`src/rtl/seq_pattern_detector.sv`:
```
// Moore serial pattern detector: runtime-loadable 1..MAX_LEN-bit pattern,
// optional overlapping detection and a saturating match counter.
module seq_pattern_detector #(
  parameter  int MAX_LEN = 8,
  parameter  int CNT_W   = 8,
  localparam int LW      = $clog2(MAX_LEN + 1)
) (
  input  logic               clk,
  input  logic               rst,
  input  logic               x,
  input  logic               in_valid,
  input  logic               load,
  input  logic [MAX_LEN-1:0] pat,
  input  logic [LW-1:0]      pat_len,
  input  logic               overlap,
  input  logic               clear,
  output logic               y,
  output logic [CNT_W-1:0]   match_count,
  output logic [1:0]         state
);

  typedef enum logic [1:0] {
    IDLE = 2'b00,
    RUN  = 2'b01,
    HIT  = 2'b10,
    BAD  = 2'b11
  } state_e;

  localparam logic [LW-1:0] MAX_L = LW'(MAX_LEN);

  function automatic logic [LW-1:0] clamp_len(input logic [LW-1:0] l);
    if (l == '0) return LW'(1);
    if (l > MAX_L) return MAX_L;
    return l;
  endfunction

  function automatic logic [CNT_W-1:0] sat_inc(input logic [CNT_W-1:0] c);
    return (&c) ? c : c + 1'b1;
  endfunction

  state_e             state_q;
  logic [MAX_LEN-1:0] pr_q;
  logic [LW-1:0]      lr_q;
  // The oldest history bit is only ever needed inside the compare window,
  // so one bit fewer is stored than the window is wide.
  logic [MAX_LEN-2:0] hist_q;
  logic [LW-1:0]      fc_q;
  logic [CNT_W-1:0]   cnt_q;

  logic [MAX_LEN-1:0] hist_d;
  logic [LW-1:0]      fc_d;
  logic [MAX_LEN-1:0] len_mask;
  logic               match_d;
  logic               accept;

  always_comb begin
    hist_d = {hist_q, x};
    fc_d   = (fc_q == MAX_L) ? fc_q : fc_q + 1'b1;
    for (int i = 0; i < MAX_LEN; i++) begin
      len_mask[i] = (LW'(i) < lr_q);
    end
    match_d = (fc_d >= lr_q) && (((hist_d ^ pr_q) & len_mask) == '0);
    accept  = in_valid && !load && ((state_q == RUN) || (state_q == HIT));
  end

  always_ff @(posedge clk or negedge rst) begin
    if (!rst) begin
      state_q <= IDLE;
      pr_q    <= '0;
      lr_q    <= LW'(1);
      hist_q  <= '0;
      fc_q    <= '0;
      cnt_q   <= '0;
    end else begin
      if (load) begin
        pr_q    <= pat;
        lr_q    <= clamp_len(pat_len);
        hist_q  <= '0;
        fc_q    <= '0;
        state_q <= RUN;
      end else begin
        case (state_q)
          IDLE: state_q <= IDLE;
          RUN, HIT: begin
            if (in_valid) begin
              hist_q <= hist_d[MAX_LEN-2:0];
              if (match_d) begin
                state_q <= HIT;
                fc_q    <= overlap ? fc_d : '0;
              end else begin
                state_q <= RUN;
                fc_q    <= fc_d;
              end
            end else begin
              state_q <= RUN;
            end
          end
          default: state_q <= IDLE;
        endcase
      end
      // clear and load both override a coincident increment
      if (load || clear) begin
        cnt_q <= '0;
      end else if (accept && match_d) begin
        cnt_q <= sat_inc(cnt_q);
      end
    end
  end

  assign y           = (state_q == HIT);
  assign state       = state_q;
  assign match_count = cnt_q;

endmodule

```
`config.mk`:
```
export PLATFORM = sky130hd
export DESIGN_NAME = seq_pattern_detector
export DESIGN_NICKNAME = d
export VERILOG_FILES = /design/src/rtl/seq_pattern_detector.sv
export SDC_FILE = /design/constraint.sdc
export NUM_CORES = 1
export LEC_CHECK = 0
export ABC_AREA = 0
export ABC_CLOCK_PERIOD_IN_PS = 2600
export BUFFER_PORTS_ARGS = -buffer_cell sky130_fd_sc_hd__buf_2
export CAP_MARGIN = 20
export CORE_UTILIZATION = 51
export DETAILED_ROUTE_END_ITERATION = 8
export GPL_TIMING_DRIVEN = 1
export PLACE_DENSITY = 0.87
export SYNTH_ARGS = -nofsm -noshare
export SYNTH_HDL_FRONTEND = slang
export SYNTH_SLANG_ARGS = --single-unit
```
`constraint.sdc`:
```
create_clock -name clk -period 2.6 [get_ports clk]
set_clock_uncertainty 0.2 [all_clocks]
set_input_delay 0.13 -clock clk [delete_from_list [all_inputs] [get_ports clk]]
set_output_delay 0.13 -clock clk [all_outputs]
set_load 0.05 [all_outputs]
```
# ---- Word level (Yosys, flattened, before mapping)
# Cells that the tools add are included.
dict set report word_totals {
  inputBits 19
  elab_cells 65
  output_inout_bits 11
  reg_bits 33
}
dict set report classes {
  reduce_logical 16
  add_sub_neg 2
  bitwise_logic 2
  muxes 25
  magnitude_cmp 10
  n_eq_ne 4
}
# operator n
set ops {}
lappend ops {{$mux 4} 10}
lappend ops {{$mux 8} 3}
lappend ops {{$mux 7} 3}
lappend ops {{$lt 3x4->1 const A} 4}
lappend ops {{$add 8x1->8 const B} 1}
lappend ops {{$and 8x8->8} 1}
lappend ops {{$logic_not 8->1} 1}
lappend ops {{$lt 1x4->1 const A} 2}
lappend ops {{$lt 2x4->1 const A} 2}
lappend ops {{$mux 2} 4}
lappend ops {{$reduce_and 8->1} 1}
lappend ops {{$xor 8x8->8} 1}
lappend ops {{$reduce_bool 2->1} 3}
lappend ops {{$mux 1} 5}
lappend ops {{$add 4x1->4 const B} 1}
lappend ops {{$eq 4x4->1 const B} 1}
lappend ops {{$ge 4x4->1} 1}
lappend ops {{$gt 4x4->1 const B} 1}
lappend ops {{$logic_and 1x1->1} 4}
lappend ops {{$logic_not 4->1} 1}
lappend ops {{$reduce_and 2->1} 2}
lappend ops {{$eq 2x1->1 const B} 1}
lappend ops {{$eq 2x2->1 const B} 1}
lappend ops {{$logic_or 1x1->1} 2}
lappend ops {{other kinds (3)} 3}

# ---- Logic depth before layout (Yosys ltp)
# Gate-level depths: netlist of the first run.
dict set report depth {
  depth_word 8
  depth_mapped 12
  ltp_nobuf 11
}

# ---- Worst setup path after synthesis of the first run
# OpenSTA, ideal clock, no wires.
dict set report synth_timing {
  path_type {register to register}
  from {register fc_q[0]}
  to {register cnt_q[2] (netlist: match_count[2])}
  required_time_ns 2.321
  stages_incl_launch_ff 13
  period_less_slack_ns 2.689
  path_slack_ns -0.089
  setup_time_ns 0.079
  n_path_buf 1
  arrival_ns 2.410
  path_cell_list {dfrtp_1 inv_1 ha_1 nand2_1 nand2_1 mux2i_1 ha_1 o21a_1 nor2_1 or4_1 buf_6 nor4b_2 mux2i_1}
}
dict set report synth_between {
  elab_chain_len 7
  word_cells_on_any_way 8
  classes_between {add/sub: 1; order compare: 1; eq/ne: 1; mux: 1; reduce/logical: 4}
}
# item line_no
set synth_rtl {}
lappend synth_rtl {{start, declared} 47} ;# logic [LW-1:0] fc_q;
lappend synth_rtl {{start signal, assigned} 89} ;# fc_q <= overlap ? fc_d : '0;
lappend synth_rtl {{$add 4x1->4 or $eq 4x4->1 (tied branches)} 58} ;# fc_d = (fc_q == MAX_L) ? fc_q : fc_q + 1'b1;
lappend synth_rtl {{$mux 4 (*)} 58}
lappend synth_rtl {{$ge 4x4->1 (*)} 62} ;# match_d = (fc_d >= lr_q) && (((hist_d ^ pr_q) & len_mask) == '0);
lappend synth_rtl {{$logic_and 1x1->1 (*)} 62}
lappend synth_rtl {{$logic_and 1x1->1 (*)} 104} ;# end else if (accept && match_d) begin
lappend synth_rtl {{$reduce_bool 2->1 (no line) (*)} -}
lappend synth_rtl {{$reduce_and 2->1 (no line) (*)} -}
lappend synth_rtl {{end signal, assigned} 105} ;# cnt_q <= sat_inc(cnt_q);
lappend synth_rtl {{end, declared} 48} ;# logic [CNT_W-1:0] cnt_q;
# Mark *: on every way between the ends. The rest lies on a longest branch, timed or not.
# A chain may end at the register's enable or synchronous reset.

# ---- Worst setup path after layout of the first run
dict set report layout_timing {
  from {register fc_q[0]}
  to {register fc_q[1]}
}
dict set report layout_between {
  elab_chain_len 8
  word_cells_on_any_way 10
  classes_between {add/sub: 1; order compare: 1; eq/ne: 1; mux: 6; reduce/logical: 1}
}
# item line_no
set layout_rtl {}
lappend layout_rtl {{$add 4x1->4 or $eq 4x4->1 (tied branches)} 58}
lappend layout_rtl {{$mux 4 (*)} 58}
lappend layout_rtl {{$ge 4x4->1} 62}
lappend layout_rtl {{$logic_and 1x1->1} 62}
lappend layout_rtl {{$mux 4 (*)} 87} ;# if (match_d) begin
lappend layout_rtl {{$mux 4 (*)} 85} ;# if (in_valid) begin
lappend layout_rtl {{$mux 4 (*)} 82} ;# case (state_q)
lappend layout_rtl {{$mux 4 (*)} 75} ;# if (load) begin
# Mark *: on every way between the ends. The rest lies on a longest branch, timed or not. The select of a mux whose other input is x is not followed.

==> impl_metrics.toml, run 1 <==
[run_status]
status = "complete, but fails checks"
violations = "negative setup slack"

[hold_path]
hp-start = "clear"
min_path_cells = 3
holdCritPathClass = "primary input to flip-flop"
whs_endpoint = "match_count[7]"

[sta]
rsz0062_at_grt = "true"
fin_ws_ps = -443.9
hold_ws_ps = 24.07
relSlewSlack_pct = 46.77
finalMaxSlewViolations = 0
fin_crit_sh_pct = 117.1
post-route-min-period_ps = 3044
hold_viol_final = 0
setup_violations = 14
max_freq_mhz = 328.5
max_slew.worst_pin.slew_ps = 798.5

[grt]
grt_pass1_wl_um = 7928
grtUsageTotal_pct = 25.86
antenna_found_initial = 0
grt_max_degree = 34
grt_pass1_vias = 1683
grt_overflow = 0

[clocking]
cts_buffer_depth = 2
cts_sinks = 33
clkLatencyLatePin_ps = 290
cts_tree = "done"
cts_buffers = 5
clk_pin_slew_ps = 70
clock-root-buffer = "clkbuf_8"
clock_tree.htree_level_count = 2

[placed_design]
port_buffers = 29
hpwl_um = 2914
gp_congestion = 0.9041

[logic_synthesis]
async_reset_ff_share_pct = 100.0
ys_seq_elements = 33
synthTopCellsByArea = "dfrtp_1 (42%), nand2_1 (6.9%), ha_1 (5.3%), mux2i_1 (4.7%), mux2_2 (4.7%)"
avgSynthCellArea_um2 = 10.02
synth.top_cell.area_share_pct = 42.05
seq_area_frac_synth_pct = 43.43
synthMuxAreaShare_pct = 9.461
synth_compound_area_share_pct = 9.461
synthSimpleGateAreaFrac_pct = 24.24
syn-cell-area_mm2 = 0.001904
synth_cells = 190
synth_enable_flop_cells = 0
synth_xor_area_share_pct = 4.599
synth_nets = 217
ys_warn_count = 0
synthDistinctLibCells = 41
synth_top_family_by_area = "simple AND/OR/NAND/NOR gates"
synth_fa_ha_area_share_pct = 5.256
synth_ff_type = "dfrtp_1"
synth_top_area_cell = "dfrtp_1"

[routing]
drt-total-wl_um = 5097
top_layer_used = "met4"
wl_per_cell_um = 17.16
ant_nets = 0
dr_total_vias = 1743
route.detailed.drc = 0
via_per_inst = 5.869
dr.pass1.iters = 5
drt_iter0_markers = 173
met2_length_um = 2614
wl_met3_um = 346
routedLengthMet1_um = 1974

[setup_path]
critPathTopFamily = "compound AO/OA/AOI/OAI gates"
r2r.worst_path.cells = 11
r2r_start = "fc_q[0]"
start_kind = "flip-flop"
cpMostUsedCell = "buf_4"
required_ps = 2550
regToRegEndpoint = "fc_q[1]"
end_kind = "flip-flop"
slowest_stage = "or4_4"
critPathMaxStageDelay_ps = 510
r2r_setup_slack_ps = -440
cp.arrival_ps = 2990
critical_path_buf_inv_count = 3
worstSetupPathType = "flip-flop to flip-flop"
critical_path.cell_chain = "buf_4 > buf_4 > nand3_1 > xnor2_1 > ha_1 > o21a_1 > nor2_1 > or4_4 > buf_6 > o41ai_1 > a21oi_1"
worstPathMaxFanout = 5

[power]
ir_drop_mv = 0.3810
power.density_mw_per_mm2 = 512.6
p_seq_share_pct = 42.7
swShare_pct = 29.61
p_int_uw = 931.7
p_leak_uw = 0.001134
pwr-share-comb_pct = 24.7
p_clk_share_pct = 32.6
switchingPower_uw = 392.0
totalPowerFinal_uw = 1324

[finish]
drive_gt1_share_pct = 32.67
nets = 277
n_antenna_cell = 0
area.growth.synth_to_final_pct = 35.61
nFillCells = 242

[floorplanning]
die_x_um = 63.11
die_h_um = 63.11
coreArea_mm2 = 0.003468
initial_core_util_pct = 54.91
rows = 21
io-pin-count = 30
die_area_mm2 = 0.003982

[run]
max_cap_violations = 0
==> how the worst max path moves through the flow <==
stage             from              to  slack [ps]  cells after the start
3_3_place_gp   fc_q[1]  match_count[4]        -130                     12
2_1_floorplan  fc_q[0]  match_count[2]         -80                     11
6_report       fc_q[0]         fc_q[1]        -440                     11
4_1_cts        fc_q[1]  match_count[3]        -250                     12
3_5_place_dp   fc_q[1]  match_count[3]        -250                     12
5_1_grt        fc_q[0]         fc_q[1]        -580                     11
==> final cells by class <==
| type | instances | area, um2 | share of cell area (%) |
|---|---|---|---|
| tap | 46 | 57.56 | 2.229 |
| sequential | 33 | 828.3 | 32.07 |
| multi-input combinational | 143 | 1122 | 43.46 |
| timing repair buffer | 60 | 446.7 | 17.30 |
| clock buffer | 7 | 96.34 | 3.731 |
| inverter | 7 | 26.28 | 1.017 |
| clock inverter | 1 | 5.005 | 0.1938 |
==> cell families after synthesis <==
logic type / Yosys count
simple gates: 80
flops: 33
fa+ha+maj: 8
xor+xnor: 10
compound gates: 28
mux: 17
buf+inv: 14
==> state kept, by name, indices dropped and copies added, names as in the netlist <==
register / flops
pr_q: 8
state: 2
hist_q: 7
match_count: 8
lr_q: 4
fc_q: 4
==> placed cells by master (no fill, tap or decap), drive strengths merged, types with 8 or more instances in the layout <==
master,instances
a21oi,10
dlygate4sd3,16
dfrtp,32
ha,8
mux2,8
buf,44
nand2,35
xnor2,10
mux2i,9
==> Yosys cell counts, types with 3 or more instances <==
cell type	n
nand2_1	35
dfrtp_1	32
a21oi_1	10
xnor2_1	10
mux2i_1	9
ha_1	8
mux2_2	8
inv_1	7
nor2_1	6
or3_1	6
nor4_2	5
o21ai_0	5
nand3_1	4
nand3b_1	4
and2_1	3
clkbuf_1	3
==> per-layer routing <==
layer	global-route usage [%]	vias to the layer above
met3	4.891	18
met1	33.06	844
li1	-	798
met5	0	-
met4	11.05	0
met2	42.47	83
==> power by group through the flow <==
stage,sequential (uW),combinational [uW],clock (uW)
floorplan,576,150,0
global placement,574,224,0
detailed placement,575,232,0
CTS,564,274,441
global route,568,347,458
finish,566,327,431
==> worst min-delay path, stage by stage <==
cell	delay, ps
buf_2	160
or3_1	120
mux2i_1	60
==> stage by stage <==
stage | cell area (um2) | cells | setup TNS [ps] | setup slack, ps | util (%)
2_1_floorplan | 1952 | 190 | -286.6 | -77.38 | -
3_3_place_gp | 2201 | 268 | -1226 | -127.2 | 63.46
3_5_place_dp | 2201 | 268 | -2318 | -249.8 | 63.46
4_1_cts | 2514 | 295 | -2264 | -251.6 | 72.47
5_1_grt | 2582 | 297 | -5996 | -585.0 | 74.46
6_report | 2582 | 297 | -4437 | -443.9 | 74.46
==> what timing repair did <==
action                     in CTS  in global routing
resized for setup               6                  9
pin swaps                       4                  6
setup endpoints to repair      14                 14
hold endpoints to repair       48                  0
hold buffers                   16                  0
buffers inserted                3                  2
Note: power is estimated with default switching activity, not from simulation.
==> inputs of run 2 (changes only) <==
--- a/config.mk
+++ b/config.mk
@@ -13,6 +13,8 @@
 export DETAILED_ROUTE_END_ITERATION = 8
 export GPL_TIMING_DRIVEN = 1
 export PLACE_DENSITY = 0.87
+export SETUP_SLACK_MARGIN = 0.15
 export SYNTH_ARGS = -nofsm -noshare
 export SYNTH_HDL_FRONTEND = slang
 export SYNTH_SLANG_ARGS = --single-unit
+export TNS_END_PERCENT = 10
==> impl_metrics.toml, run 2 (same netlist as run 1, synthesis figures left out) <==
[clocking]
cts_tree = "done"
cts_buffers = 5
cts_sinks = 33
clock-root-buffer = "clkbuf_8"
clk_pin_slew_ps = 70
cts_buffer_depth = 2
clock_tree.htree_level_count = 2
clkLatencyLatePin_ps = 290

[routing]
dr.pass1.iters = 5
drt_iter0_markers = 149
dr_total_vias = 1676
drt-total-wl_um = 4969
wl_per_cell_um = 16.96
route.detailed.drc = 0
ant_nets = 0
via_per_inst = 5.720

[sta]
hold_ws_ps = 46.81
post-route-min-period_ps = 2864
max_freq_mhz = 349.2
finalMaxSlewViolations = 0
setup_violations = 14
fin_ws_ps = -263.9
max_slew.worst_pin.slew_ps = 800.8
finalSetupTns_ps = -2663
rsz0062_at_grt = "true"
fin_crit_sh_pct = 110.2
hold_viol_final = 0
relSlewSlack_pct = 46.61

[setup_path]
worstSetupPathType = "flip-flop to flip-flop"
start_kind = "flip-flop"
worstPathMaxFanout = 5
end_kind = "flip-flop"
critPathTopFamily = "simple AND/OR/NAND/NOR gates"
critical_path_buf_inv_count = 2
slowest_stage = "or4_4"
critPathMaxStageDelay_ps = 540
cp.arrival_ps = 2880
critical_path.cell_chain = "inv_1 > ha_2 > nand3b_1 > xnor2_2 > ha_1 > nand2b_4 > a2111oi_2 > or4_4 > buf_8 > nor4b_4 > mux2i_1"
required_ps = 2620

[finish]
final_cell_mix = "nand2_1 (35), dfrtp_1 (32), buf_2 (29)"
nFillCells = 246
fin_cells = 293
nets = 273
mostFrequentLayoutCell = "nand2_1"
n_antenna_cell = 0
drive_gt1_share_pct = 30.36
area.growth.synth_to_final_pct = 33.11

[power]
swShare_pct = 30.23
power.density_mw_per_mm2 = 491.8
ir_drop_mv = 0.4023
switchingPower_uw = 376.9
p_leak_uw = 0.001108
pwr-share-comb_pct = 24.6
p_clk_share_pct = 30.0
p_int_uw = 869.8
p_seq_share_pct = 45.4

[grt]
busiest_layer = "met2"
use_met2_pct = 45.30
grt_max_degree = 35
grt_pass1_vias = 1780
grtUsageTotal_pct = 27.14
antenna_found_initial = 0
grt_use_met1_pct = 32.24
met3_usage_pct = 6.341
grt_overflow = 0
grt_pass1_wl_um = 8307

[run_status]
violations = "negative setup slack"
status = "complete, but fails checks"

[floorplanning]
die_x_um = 63.11
rows = 21
coreArea_mm2 = 0.003468
io-pin-count = 30
die_h_um = 63.11
initial_core_util_pct = 54.91
die_area_mm2 = 0.003982

[placed_design]
gp_congestion = 0.8468
hpwl_um = 2825
port_buffers = 29
place_inst = 264
preCtsSetupSlack_ps = -373.5

[hold_path]
holdCritPathClass = "primary input to flip-flop"

[run]
max_cap_violations = 0
## run 2: cell types whose count changed in the layout (fill, tap and decap cells not counted), moves of 2 or more
| cell | before | now |
|---|---|---|
| clkbuf_1 | 0 | 3 |
| o21ai_1 | 0 | 2 |
| buf_4 | 12 | 9 |
| buf_12 | 2 | 0 |
| o21ai_2 | 2 | 0 |
| clkbuf_8 | 7 | 5 |
## run 2: per-stage QoR
| step | area (um2) | utilization, % | total power (uW) |
|---|---|---|---|
| 3_3_place_gp | 2157 | 62.19 | 785.1 |
| 4_1_cts | 2494 | 71.90 | 1222 |
| 3_5_place_dp | 2157 | 62.19 | 793.6 |
| 2_1_floorplan | 1951 | - | 726.7 |
| 6_report | 2535 | 73.09 | 1247 |
| 5_1_grt | 2535 | 73.09 | 1302 |
## run 2: timing repair
| action | 4_1_cts | 5_1_grt |
|---|---|---|
| hold endpoints to repair | 47 | 0 |
| hold buffers | 16 | 0 |
| pin swaps | 8 | 4 |
| cloned | 1 | 0 |
| gates resized for setup | 11 | 7 |
| setup buffers | 3 | 1 |
| endpoints found under the setup margin | 14 | 14 |
## run 2: worst min-delay path, stage by stage
cell and delay [ps]:
buf_2 170, or3_2 140, mux2i_1 60
## run 2: final cells by class
| class | instances | area (um2) | area share (%) |
|---|---|---|---|
| multi-input combinational | 143 | 1129 | 44.52 |
| sequential | 33 | 827.0 | 32.63 |
| timing repair buffer | 56 | 415.4 | 16.39 |
| clock buffer | 8 | 80.08 | 3.159 |
| tap | 46 | 57.56 | 2.270 |
| inverter | 7 | 26.28 | 1.037 |
## run 2: final timing paths
kind	start	to	slack (ps)	depth (start not counted)
worst max-delay path	fc_q[1]	match_count[2]	-260	11
worst min-delay path	clear	match_count[2]	50	3
worst max register to register	fc_q[1]	match_count[2]	-260	11
worst min register to register	pr_q[0]	pr_q[0]	330	1
max in group asynchronous	rst	match_count[0]	1470	2
min in group asynchronous	rst	lr_q[2]	260	2
## run 2: power by group through the flow
stage | Clock [uW] | Sequential, uW | Combinational (uW)
finish | 374 | 567 | 306
global route | 405 | 569 | 328
CTS | 376 | 566 | 281
detailed placement | 0 | 576 | 218
global placement | 0 | 573 | 212
floorplan | 0 | 576 | 151
## run 2: routing by layer
| metal | share of wire [%] | up-vias |
|---|---|---|
| met5 | 0 | - |
| met4 | 3.1 | 0 |
| met3 | 4.9 | 15 |
| met2 | 50 | 59 |
| met1 | 42 | 816 |
| li1 | - | 786 |
==> inputs of run 3 (changes only) <==
--- a/config.mk
+++ b/config.mk
@@ -6,7 +6,7 @@
 export NUM_CORES = 1
 export LEC_CHECK = 0
 export ABC_AREA = 0
-export ABC_CLOCK_PERIOD_IN_PS = 2600
+export ABC_CLOCK_PERIOD_IN_PS = 2450
 export BUFFER_PORTS_ARGS = -buffer_cell sky130_fd_sc_hd__buf_2
 export CAP_MARGIN = 20
 export CORE_UTILIZATION = 51
==> constraint.sdc (replaced) <==
create_clock -name clk -period 2.45 [get_ports clk]
set_clock_uncertainty 0.2 [all_clocks]
set_input_delay 0.1225 -clock clk [delete_from_list [all_inputs] [get_ports clk]]
set_output_delay 0.1225 -clock clk [all_outputs]
set_load 0.05 [all_outputs]
==> impl_metrics.toml, run 3 (same netlist as run 1, synthesis figures left out) <==
[power]
ir_drop_mv = 0.5464
p_leak_uw = 0.001145
power.density_mw_per_mm2 = 535.0

[grt]
grt_pass1_vias = 1729
grt_max_degree = 34
antenna_found_initial = 0
grt_overflow = 0
grt_pass1_wl_um = 8052
grtUsageTotal_pct = 26.80

[setup_path]
r2r_start = "fc_q[0]"
start_kind = "flip-flop"
cp.arrival_ps = 2850
worstPathMaxFanout = 5
end_kind = "flip-flop"
r2r.worst_path.cells = 11
worstSetupPathType = "flip-flop to flip-flop"
required_ps = 2470
regToRegEndpoint = "match_count[2]"
r2r_setup_slack_ps = -380

[finish]
fin_cells = 298
drive_gt1_share_pct = 32.94
mostFrequentLayoutCell = "nand2_1"
fin_util_pct = 74.78
area.growth.synth_to_final_pct = 36.20
nets = 278
stdcell_area_mm2 = 0.002594
final_cell_mix = "nand2_1 (35), dfrtp_1 (32), buf_2 (29)"
n_antenna_cell = 0

[run_status]
status = "complete, but fails checks"
violations = "negative setup slack"

[clocking]
clkLatencyLatePin_ps = 300
clock-root-buffer = "clkbuf_8"
cts_sinks = 33
cts_tree = "done"
cts_buffer_depth = 2
cts_buffers = 5
clock_tree.htree_level_count = 2
clk_pin_slew_ps = 70

[floorplanning]
io-pin-count = 30
rows = 21
die_area_mm2 = 0.003982
die_h_um = 63.11
coreArea_mm2 = 0.003468
die_x_um = 63.11
initial_core_util_pct = 54.91

[placed_design]
gp_congestion = 0.9517
place_area_mm2 = 0.002215
place_inst = 270
port_buffers = 29
preCtsSetupSlack_ps = -452.9
hpwl_um = 2858

[sta]
setup_violations = 14
rsz0062_at_grt = "true"
fin_ws_ps = -379.4
fin_crit_sh_pct = 115.5
max_slew.worst_pin.slew_ps = 738.6
post-route-min-period_ps = 2829
max_freq_mhz = 353.4
finalMaxSlewViolations = 0
hold_viol_final = 0
hold_ws_ps = 8.364
relSlewSlack_pct = 50.76

[hold_path]
whs_endpoint = "match_count[0]"
min_path_cells = 3
hp-start = "clear"
holdCritPathClass = "primary input to flip-flop"

[routing]
route.detailed.drc = 0
dr_total_vias = 1679
dr.pass1.iters = 4
wl_per_cell_um = 15.54
via_per_inst = 5.634
drt-total-wl_um = 4630
ant_nets = 0
drt_iter0_markers = 95

[run]
max_cap_violations = 0
-- run 3: where the power goes --
part	switching (uW)	internal, uW
Clock	204	254
Combinational	176	161
Sequential	20.2	573
-- run 3: worst max path at each step --
stage | endpoint | start | slack (ps)
4_1_cts | match_count[2] | fc_q[1] | -370
3_5_place_dp | state[1] | fc_q[1] | -450
2_1_floorplan | match_count[2] | fc_q[0] | -230
3_3_place_gp | fc_q[2] | fc_q[1] | -410
5_1_grt | match_count[2] | fc_q[0] | -470
6_report | match_count[2] | fc_q[0] | -380
-- run 3: final cells by class --
type	count	area [um2]
Clock buffer	7	96.34
Inverter	7	26.28
Sequential cell	33	827.0
Clock inverter	1	5.005
Fill cell	231	874.6
Timing Repair Buffer	61	465.4
Tap cell	46	57.56
Multi-Input combinational cell	143	1116
-- run 3: through the flow --
| stage | power [uW] | setup TNS, ps |
|---|---|---|
| floorplan | 771.2 | -2777 |
| global placement | 853.4 | -4903 |
| detailed placement | 860.3 | -5677 |
| CTS | 1385 | -3830 |
| global route | 1455 | -5640 |
| finish | 1388 | -4038 |
-- run 3: routing by layer --
metal | track usage, % | part of all wire, % | vias up
li1 | - | - | 801
met1 | 32.87 | 44 | 815
met2 | 43.28 | 49 | 49
met3 | 7.246 | 4.0 | 14
met4 | 13.08 | 2.9 | 0
met5 | 0 | 0 | -
-- run 3: worst max-delay path: stages, from the launching register on --
cell	delay, ps
dfrtp_1	380
buf_4	150
ha_2	190
nand2_1	70
mux2i_2	80
ha_2	320
o21a_1	100
nor2_1	40
or4_4	560
buf_8	170
nor4b_4	270
mux2i_1	200
-- run 3: timing repair --
item | CTS | global route
endpoints found under the setup margin | 14 | 14
hold buffers | 16 | 0
hold endpoints to repair | 47 | 0
cloned | 1 | 0
gates resized for setup | 14 | 1
pin swaps | 7 | 0
buffers inserted | 2 | 1
